===== config.mk =====
export PLATFORM = sky130hd
export DESIGN_NAME = audio_frame_sequencer
export DESIGN_NICKNAME = d
export VERILOG_FILES = /design/src/rtl/audio_frame_sequencer.sv
export SDC_FILE = /design/constraint.sdc
export NUM_CORES = 1
export LEC_CHECK = 0
export ABC_CLOCK_PERIOD_IN_PS = 2100
export BUFFER_PORTS_ARGS = -buffer_cell sky130_fd_sc_hd__buf_4
export CORE_UTILIZATION = 25
export CTS_CLUSTER_SIZE = 40
export DETAILED_ROUTE_END_ITERATION = 7
export GPL_TIMING_DRIVEN = 0
export PLACE_DENSITY = 0.51
export SYNTH_ARGS = -nofsm -noshare
export SYNTH_HDL_FRONTEND = slang
export SYNTH_SLANG_ARGS = --single-unit

===== constraint.sdc =====
create_clock -name CLOCK_50 -period 2.1 [get_ports CLOCK_50]
set_input_delay 0.315 -clock CLOCK_50 [delete_from_list [all_inputs] [get_ports CLOCK_50]]
set_output_delay 0.315 -clock CLOCK_50 [all_outputs]
set_load 0.05 [all_outputs]

===== src/rtl/audio_frame_sequencer.sv =====
// Frame-level controller for the audio effect chain: one codec read, one chain tick,
// a fixed pipeline wait, then one codec write (or a counted drop on timeout).
module audio_frame_sequencer #(
    parameter int unsigned PIPE_LATENCY = 4,
    parameter int unsigned TIMEOUT      = 2048,
    parameter int unsigned SW_WIDTH     = 10
) (
    input  logic                       CLOCK_50,
    input  logic                       resetn,
    input  logic [SW_WIDTH-1:0]        SW,
    input  logic                       audio_in_available,
    input  logic                       audio_out_allowed,
    input  logic signed [31:0]         audio_in_L,
    input  logic signed [31:0]         audio_in_R,
    input  logic signed [31:0]         chain_out_L,
    input  logic signed [31:0]         chain_out_R,
    output logic                       read_audio_in,
    output logic                       write_audio_out,
    output logic                       chain_tick,
    output logic signed [31:0]         chain_in_L,
    output logic signed [31:0]         chain_in_R,
    output logic signed [31:0]         audio_out_L,
    output logic signed [31:0]         audio_out_R,
    output logic [SW_WIDTH-1:0]        sw_cfg,
    output logic [15:0]                frame_count,
    output logic [7:0]                 drop_count,
    output logic                       busy
);

    localparam int unsigned CNT_MAX = (PIPE_LATENCY > TIMEOUT) ? PIPE_LATENCY : TIMEOUT;
    localparam int unsigned CNT_W   = $clog2(CNT_MAX);
    localparam logic [CNT_W-1:0] PIPE_LAST    = CNT_W'(PIPE_LATENCY - 1);
    localparam logic [CNT_W-1:0] TIMEOUT_LAST = CNT_W'(TIMEOUT - 1);

    typedef enum logic [1:0] {
        IDLE     = 2'd0,
        PROCESS  = 2'd1,
        WAIT_OUT = 2'd2,
        DONE     = 2'd3
    } state_t;

    state_t               state_q, state_d;
    logic [CNT_W-1:0]     cnt_q, cnt_d;
    logic [SW_WIDTH-1:0]  sw_meta, sw_sync;

    logic                 read_d, write_d, tick_d;
    logic signed [31:0]   chain_in_l_d, chain_in_r_d, audio_out_l_d, audio_out_r_d;
    logic [SW_WIDTH-1:0]  sw_cfg_d;
    logic [15:0]          frame_count_d;
    logic [7:0]           drop_count_d;

    // Next-state and next-output logic; every output is registered below.
    always_comb begin
        state_d       = state_q;
        cnt_d         = cnt_q;
        read_d        = 1'b0;
        write_d       = 1'b0;
        tick_d        = 1'b0;
        chain_in_l_d  = chain_in_L;
        chain_in_r_d  = chain_in_R;
        audio_out_l_d = audio_out_L;
        audio_out_r_d = audio_out_R;
        sw_cfg_d      = sw_cfg;
        frame_count_d = frame_count;
        drop_count_d  = drop_count;

        unique case (state_q)
            IDLE: begin
                if (audio_in_available) begin
                    chain_in_l_d = audio_in_L;
                    chain_in_r_d = audio_in_R;
                    sw_cfg_d     = sw_sync;
                    read_d       = 1'b1;
                    tick_d       = 1'b1;
                    cnt_d        = '0;
                    state_d      = PROCESS;
                end
            end
            PROCESS: begin
                if (cnt_q == PIPE_LAST) begin
                    cnt_d   = '0;
                    state_d = WAIT_OUT;
                end else begin
                    cnt_d = cnt_q + CNT_W'(1);
                end
            end
            WAIT_OUT: begin
                // A write on the final timeout cycle takes priority over the drop.
                if (audio_out_allowed) begin
                    audio_out_l_d = chain_out_L;
                    audio_out_r_d = chain_out_R;
                    write_d       = 1'b1;
                    frame_count_d = frame_count + 16'd1;
                    state_d       = DONE;
                end else if (cnt_q == TIMEOUT_LAST) begin
                    drop_count_d = (drop_count == 8'hFF) ? drop_count : drop_count + 8'd1;
                    state_d      = IDLE;
                end else begin
                    cnt_d = cnt_q + CNT_W'(1);
                end
            end
            DONE: begin
                state_d = IDLE;
            end
            default: begin
                state_d = IDLE;
            end
        endcase
    end

    // State, synchroniser and output registers.
    always_ff @(posedge CLOCK_50 or negedge resetn) begin
        if (!resetn) begin
            state_q         <= IDLE;
            cnt_q           <= '0;
            sw_meta         <= '0;
            sw_sync         <= '0;
            read_audio_in   <= 1'b0;
            write_audio_out <= 1'b0;
            chain_tick      <= 1'b0;
            chain_in_L      <= '0;
            chain_in_R      <= '0;
            audio_out_L     <= '0;
            audio_out_R     <= '0;
            sw_cfg          <= '0;
            frame_count     <= '0;
            drop_count      <= '0;
            busy            <= 1'b0;
        end else begin
            state_q         <= state_d;
            cnt_q           <= cnt_d;
            sw_meta         <= SW;
            sw_sync         <= sw_meta;
            read_audio_in   <= read_d;
            write_audio_out <= write_d;
            chain_tick      <= tick_d;
            chain_in_L      <= chain_in_l_d;
            chain_in_R      <= chain_in_r_d;
            audio_out_L     <= audio_out_l_d;
            audio_out_R     <= audio_out_r_d;
            sw_cfg          <= sw_cfg_d;
            frame_count     <= frame_count_d;
            drop_count      <= drop_count_d;
            busy            <= (state_d != IDLE);
        end
    end

endmodule


Word level (Yosys, flattened, before mapping):

Index checks and enable logic that the tools add are counted.

* logic and storage cells: 49
* output and inout bits: 166
* bits of input ports: 142
* register bits after elaboration: 198

* multiplexer cells: 14
* reductions and logical operators: 7
* equal/unequal tests: 9
* add/subtract/negate cells: 3
* bitwise operators: 2

Operator list (number)
* $mux W11: 4
* $pmux W11 S3: 1
* $add A16 B1 Y16 const B: 1
* $add A11 B1 Y11 const B: 1
* $eq A11 B11 Y1 const B: 1
* $eq A11 B2 Y1 const B: 1
* $add A8 B1 Y8 const B: 1
* $eq A8 B8 Y1 const B: 1
* $mux W2: 4
* $pmux W2 S4: 1
* $reduce_and A4 Y1: 2
* $ne A2 B2 Y1 const B: 3
* $eq A2 B2 Y1 const B: 2
* $mux W1: 4
* $reduce_and A2 Y1: 2
* $reduce_bool A3 Y1: 1
* $eq A2 B1 Y1 const B: 1
* $logic_not A2 Y1: 1
* $not A1 Y1: 2
* $reduce_bool A2 Y1: 1

Longest topological paths before layout:

Gate-level depths: netlist of the first run.

* word-level depth: 5
* mapped depth: 9
* mapped depth without buffers: 8

Worst setup path after synthesis of the first run:

No wires, ideal clock.

* path kind: reg2reg
* from: reg cnt_q[0]
* to: reg drop_count[1]
* buffers on the path: 0
* cell stages (with the launch flop): 6
* arrival time: 1884 ps
* required time: 1975 ps
* clock period less this slack: 2008 ps
* setup slack: 92 ps
* library setup time: 125 ps
* path through: dfrtp_1 ha_1 nand3_1 or3_4 nor4_4 mux2_2

* cells in the longest elaborated chain, start to end: 2

Ends and longest elaborated chain
* start, declared: line 43 `logic [CNT_W-1:0] cnt_q, cnt_d;`
* start signal, assigned: line 131 `cnt_q <= cnt_d;`
* $eq A11 B11 Y1: line 95 `end else if (cnt_q == TIMEOUT_LAST) begin`
* $reduce_and A4 Y1 (no source line)
* end signal, assigned: line 143 `drop_count <= drop_count_d;`
* end, declared: line 26 `output logic [7:0] drop_count,`

No other way between the ends.
A chain may end at the register's enable or synchronous reset.

Worst setup path in the final report of the first run:

* from: reg state_q[0]
* to: reg cnt_q[9]

* cells in the longest elaborated chain, start to end: 3
* elaborated cells on any way between the ends: 9
* classes of those cells: eq/ne: 5; mux: 1; reduce/logical: 3

Ends and longest elaborated chain
* start, declared: line 42 `state_t state_q, state_d;`
* start signal, assigned: line 130 `state_q <= state_d;`
* $eq A2 B2 Y1 (tied with other cells): line 67 `unique case (state_q)`
* $ne A2 B2 Y1 (no source line) or $reduce_bool A3 Y1 (tied branches)
* $reduce_and A4 Y1 (no source line)

Parallel ways exist; a longest one is shown, timed or not.

==> results of run 1 <==
## stage by stage
| step | total power [mW] | setup WS [ns] | cell area, sq um |
|---|---|---|---|
| after floorplan | 11.29 | 0.09175 | 7567 |
| after global placement | 13.99 | -0.8026 | 10360 |
| after detailed placement | 14.07 | -0.4756 | 10400 |
| after CTS | 17.40 | 0.001496 | 11160 |
| after global routing | 18.12 | -0.04831 | 11250 |
| final | 17.22 | 0.1073 | 11250 |
## where the power goes
group	internal (mW)	leakage (nW)	switching, mW
Clock	1.62	0.272	1.56
Sequential	5.01	2.53	0.654
Combinational	2.73	2.95	5.64
## Yosys cell counts
| cell | count | area [sq um] |
|---|---|---|
| a31oi_1 | 2 | 12.51 |
| o21ai_0 | 8 | 40.04 |
| xor2_1 | 6 | 52.55 |
| nand2b_1 | 2 | 12.51 |
| nor4_4 | 1 | 21.27 |
| nor4_1 | 2 | 12.51 |
| and4_1 | 2 | 17.52 |
| nand4_2 | 1 | 12.51 |
| and3_1 | 13 | 81.33 |
| o22a_1 | 1 | 8.760 |
| a41oi_1 | 1 | 8.760 |
| xnor2_1 | 16 | 140.1 |
| a21boi_0 | 1 | 7.510 |
| and2_1 | 1 | 6.260 |
| inv_2 | 1 | 3.750 |
| ha_1 | 8 | 100.1 |
| a21o_1 | 1 | 7.510 |
| dfrtp_1 | 198 | 4955 |
| nand3_1 | 11 | 55.05 |
| buf_4 | 1 | 7.510 |
| or3_4 | 1 | 11.26 |
| nor2_1 | 6 | 22.52 |
| nor3_1 | 5 | 25.02 |
| o31ai_1 | 7 | 52.55 |
| buf_1 | 1 | 3.750 |
| nand2_1 | 211 | 792.0 |
| o21ai_1 | 1 | 5.000 |
| inv_1 | 5 | 18.77 |
| nand4_1 | 7 | 43.79 |
| or2_2 | 1 | 6.260 |
| mux2_2 | 75 | 844.6 |
| a22o_1 | 3 | 26.28 |
| a21oi_1 | 7 | 35.03 |
| nor2b_1 | 4 | 25.02 |
| clkbuf_1 | 22 | 82.58 |
| buf_2 | 2 | 10.01 |
## sequential cells by signal, summed over array words and instances, names as in the netlist, 11 cells and up
name and cells:
chain_in_L 32, cnt_q 11, chain_in_R 32, audio_out_R 32
frame_count 16, audio_out_L 32
## worst min-delay path, cell delays in order
cell and delay, ns:
buf_4 0.07, nand2_1 0.04, nand2_1 0.04
## routing by layer
layer	vias up	track usage, %	part of all wire (%)
li1	2807	-	-
met1	2687	15.78	43
met2	227	21.56	47
met3	7	5.448	9.2
met4	0	3.478	0.53
met5	-	0	0
## cell families after synthesis
| family | count (synthesis) | share of synthesized area [%] |
|---|---|---|
| mux | 75 | 11.16 |
| flops | 198 | 65.48 |
| xor+xnor | 22 | 2.546 |
| compound gates | 32 | 2.695 |
| simple gates | 268 | 15.13 |
| fa+ha+maj | 8 | 1.323 |
| buf+inv | 32 | 1.670 |
## layout make-up
| class | instances | area [sq um] |
|---|---|---|
| repair buffers | 329 | 2525 |
| flip-flops and latches | 198 | 4960 |
| clock buffers | 19 | 452.9 |
| clock inverters | 13 | 113.9 |
| multi-input cells | 405 | 2556 |
| inverters | 6 | 25.02 |
| plain buffers | 26 | 132.6 |
| well taps | 390 | 488.0 |
| fillers | 2930 | 18460 |
## worst max path at each step
| stage | end | slack [ns] | cells after the start |
|---|---|---|---|
| detailed placement | frame_count[15] | -0.48 | 8 |
| global placement | audio_out_L[10] | -0.80 | 1 |
| CTS | drop_count[1] | 0.001 | 6 |
| finish | cnt_q[9] | 0.11 | 8 |
| floorplan | drop_count[1] | 0.09 | 5 |
| global route | cnt_q[9] | -0.05 | 8 |
## repair_timing
action | CTS | global route
endpoints found under the hold margin | 93 | 0
endpoints found under the setup margin | 129 | 89
buffers inserted | 5 | 5
pin swaps | 2 | 3
resized for setup | 20 | 23
hold buffers | 11 | 0
==> reports/results.tsv, run 1 <==
metric	value	unit
CTS tree	yes	
die area	0.03097	sq mm
Synth cell types	36	
status	completed	
first-pass GRT wire length	31350	microns
Initial Util	25.46	%
worst clock skew	0.01407	ns
nets	1133	
f_max	501.8	MHz
slowest stage cell, crit path	dfrtp_2	
yosys warns	0	
Worst EP required	2.43	ns
Final Setup Violations	0	
Hold Path Depth	3	
Slew HR	54.94	%
CP Class	register to register	
register area share after synthesis	65.48	%
Final min period	1.993	ns
CP bufs+invs	2	
worst-case clock buffer depth	2	
H-tree levels	4	
TritonCTS Buffers	17	
crit-path cells	inv_1 > ha_2 > o21ai_0 > a41oi_1 > buf_1 > a21boi_0 > o21ai_0 > o31ai_2	
R2R Path Start	state_q[0]	
Worst Setup SP	state_q[0]	
per-instance average area after synthesis	11.92	sq um
endpoint class of the critical path	register	
commonest non-fill, non-tap cell in the layout	buf_4	
core area	0.02972	sq mm
Mapped Area	0.007567	sq mm
DRC	0	
critical path peak fanout	10	
Die X	176.0	microns
DR iter-0 viols	223	
hold crit path type	primary input to register	
GRT Overall Usage	13.13	%
clock root cell	clkbuf_16	
vias in the first global route	5812	
CP startpoint kind	register	
Critical Path AT	2.32	ns
Syn-to-layout area delta	48.71	%
Detail Route Antenna Nets	0	
Peak VDD IR	632.2	uV
Die H	176.0	microns
Final Core Density	37.87	%
register bit total from synthesis	198	
Worst Tran Pin Value	0.6759	ns
via count	5728	
Worst R2R Setup Slack	0.11	ns
First-pass DRT Iterations	4	
largest delay contributor family on the critical path	compound AO/OA/AOI/OAI gates	
post-synthesis cell count	635	
# diodes	0	
Worst path max stage delay	0.45	ns
GPL Wtd Cong	0.7593	
terminus of the critical flop-to-flop path	cnt_q[9]	
drt via density	4.133	
final wirelength	20220	microns
cell repeated most along the worst path	o21ai_0	
final hold vios	0	
GRT overflow	0	
Port-buffer cells	307	
placed cells	1333	
largest net degree at the start of global routing	116	
worst-skew pair later-pin latency	0.43	ns
wire per inst	14.59	microns
pwr dens	1530	mW/mm^2
maxcap violations	0	
share of post-route cells with drive strength above 1	46.08	%
hold_sp	chain_out_R[20]	
Cell Count, Final, Fillers Out	1386	
commonest non-fill, non-tap cells in the layout	318 x buf_4, 210 x nand2_1, 194 x dfrtp_1, 75 x mux2_2, 17 x clkbuf_16	
reg2reg path depth	8	
Max Transition Viols Final	0	
leakage	5.748	nW
Worst Hold Margin	0.06152	ns
Tcrit/Tclk final	94.89	%
num rows	63	
initial antenna violation count	0	
setup_tns	0	ns
Ports	308	
Hold Path Sink	audio_out_R[20]	
RSZ-0062 raised after global routing	yes	
Worst-path clk slew	0.08	ns
HPWL Detailed	14710	microns
Net Count, Synth	785	
Clock Sinks	198	
No activity file was read; power rests on OpenSTA's default activity.
==> run 2, diff against run 1 <==
ABC_AREA = 1   (was unset)
PLACE_DENSITY = 0.5   (was 0.51)
==> run 2 against run 1 <==
Via count is 20% higher. Clock skew down 0.0047 ns. Synthesized area is 7.0% higher. Non-clock buffer count up 3. Synthesized cell count grew 43%. Combinational power shrank 8.6%. Highest routed layer unchanged. Worst hold slack got worse by 0.0081 ns.
==> reports/results.tsv, run 2 <==
metric	value	unit
First-pass DRT Iterations	4	
Synth cell types	36	
Final WS setup	0.1498	ns
placed cells	1617	
Syn-to-layout area delta	44.83	%
setup_tns	0	ns
register area share after synthesis	61.20	%
Tcrit/Tclk final	92.87	%
H-tree levels	4	
Mapped Area	0.008097	sq mm
clock root cell	clkbuf_16	
initial antenna violation count	0	
yosys warns	0	
HPWL Detailed	17210	microns
vias in the first global route	6933	
placed cell area	0.01094	sq mm
R2R Path Start	state_q[0]	
Worst Hold Margin	0.05346	ns
per-instance average area after synthesis	8.927	sq um
post-synthesis cell count	907	
Clock Sinks	198	
Peak VDD IR	587.0	uV
final wirelength	23550	microns
Max Transition Viols Final	0	
f_max	512.8	MHz
status	completed	
nets	1396	
endpoint class of the critical path	register	
final instance area	0.01173	sq mm
reg2reg path depth	11	
Die H	182.0	microns
TritonCTS Buffers	17	
Worst EP required	2.48	ns
critical path peak fanout	10	
drt via density	4.141	
DRC	0	
Hold Path Sink	audio_out_R[27]	
Detail Route Antenna Nets	0	
Final min period	1.950	ns
CTS tree	yes	
commonest non-fill, non-tap cell in the layout	nand2_1	
register bit total from synthesis	198	
GPL Wtd Cong	0.7846	
die area	0.03311	sq mm
top cells by area, synth	dfrtp_1 61%, nand2_1 24%, nand3_1 1.9%	
asr flop ratio synth	100.0	%
Net Count, Synth	1057	
commonest non-fill, non-tap cells in the layout	509 x nand2_1, 309 x buf_4, 198 x dfrtp_1, 39 x inv_1, 31 x nand3_1	
top cell type's share of synthesized area	61.20	%
Critical Path AT	2.33	ns
DR iter-0 viols	309	
Post-synth EDFFs	0	
Final Setup Violations	0	
GRT overflow	0	
Die X	182.0	microns
Worst Setup SP	state_q[0]	
Hold Path Depth	3	
worst-case clock buffer depth	2	
worst-skew pair later-pin latency	0.45	ns
Port-buffer cells	307	
Commonest cells post-synth	509 x nand2_1, 198 x dfrtp_1, 39 x inv_1	
first-pass GRT wire length	37630	microns
CP Class	register to register	
Initial Util	25.53	%
Cell Count, Final, Fillers Out	1661	
via count	6879	
wire per inst	14.18	microns
# diodes	0	
largest net degree at the start of global routing	103	
GRT Overall Usage	14.66	%
leakage	6.583	nW
core area	0.03172	sq mm
CP startpoint kind	register	
share of post-route cells with drive strength above 1	30.98	%
area leader, netlist	dfrtp_1	
hold crit path type	primary input to register	
num rows	65	
maxcap violations	0	
terminus of the critical flop-to-flop path	cnt_q[0]	
hold_sp	chain_out_R[27]	
final hold vios	0	
Post-synth top flop	dfrtp_1	
pwr dens	1426	mW/mm^2
worst clock skew	0.009389	ns
DP Worst Slack	-0.1561	ns
Ports	308	
most frequent cell after synthesis	nand2_1	
RSZ-0062 raised after global routing	no	
Worst R2R Setup Slack	0.15	ns
Worst Tran Pin Value	0.7609	ns
Slew HR	49.27	%
Worst-path clk slew	0.08	ns
run 2: cell count changes after synthesis, sizes merged, moves of 6 or more:
cell	delta
nand2	+301
inv	+35
mux2	-75
nor2	+19
xor2	+10
nand3	+22
o31ai	-7
buf	+16
xnor2	-11
nand4	-6
and3	-13
run 2: final cells by class:
cell class / count / area (sq um)
Clock inverter: 12 / 192.7
Inverter: 41 / 156.4
Timing Repair Buffer: 320 / 2457
Sequential cell: 198 / 4955
Clock buffer: 20 / 446.7
Multi-Input combinational cell: 630 / 2785
Tap cell: 402 / 503.0
Fill cell: 3294 / 19990
Buffer: 38 / 230.2
run 2: power breakdown:
| part | switching (mW) | internal, mW | total (mW) |
|---|---|---|---|
| clock | 1.55 | 2.05 | 3.61 |
| sequential | 0.614 | 4.86 | 5.47 |
| combinational | 5.46 | 2.19 | 7.65 |
run 2: logic make-up (layout without fill, tap and decap cells):
logic type / count (synthesis) / count (layout) / synth area share, %
AND/OR/NAND/NOR: 578 / 578 / 29.01
flip-flops: 198 / 198 / 61.20
buffers and inverters: 79 / 431 / 4.404
AO/OA/AOI/OAI: 23 / 23 / 1.885
XOR/XNOR: 21 / 21 / 2.272
adder cells (fa/ha/maj): 8 / 8 / 1.236
run 2: how the worst max path moves through the flow:
| stage | slack, ns | end | cells after the start |
|---|---|---|---|
| finish | 0.15 | cnt_q[0] | 11 |
| global route | 0.02 | cnt_q[9] | 11 |
| CTS | 0.02 | chain_in_L[3] | 6 |
| detailed placement | -0.16 | sw_cfg[0] | 7 |
| global placement | -0.85 | audio_out_L[10] | 1 |
| floorplan | 0.23 | drop_count[2] | 9 |
run 2: metal layers:
metal	track usage [%]	vias up	wire [microns]	share of wire [%]
met1	17.92	3155	10170	43
met5	0	-	0	0
met2	23.28	265	10670	45
li1	-	3440	-	-
met3	6.278	19	2347	10
met4	4.639	0	364	1.5
run 2: repair_timing:
item	CTS	global route
gates resized for setup	8	21
endpoints found under the hold margin	106	0
setup endpoints to repair	60	101
setup buffers	0	1
hold buffers	11	0
run 2: through the flow:
step | power [mW] | utilization [%]
finish | 16.73 | 36.97
global route | 17.63 | 36.97
CTS | 16.94 | 36.88
detailed placement | 13.20 | 34.49
global placement | 13.14 | 34.38
floorplan | 10.52 | -
run 2: worst max-delay path, cell delays in order (launching register included):
cell and delay (ns):
dfrtp_1 0.38, inv_1 0.10, ha_1 0.21, clkbuf_8 0.17
nand2_8 0.10, inv_2 0.11, a211oi_4 0.22, nand2_4 0.15
inv_4 0.10, buf_6 0.15, nand3_1 0.09, nand2_1 0.08
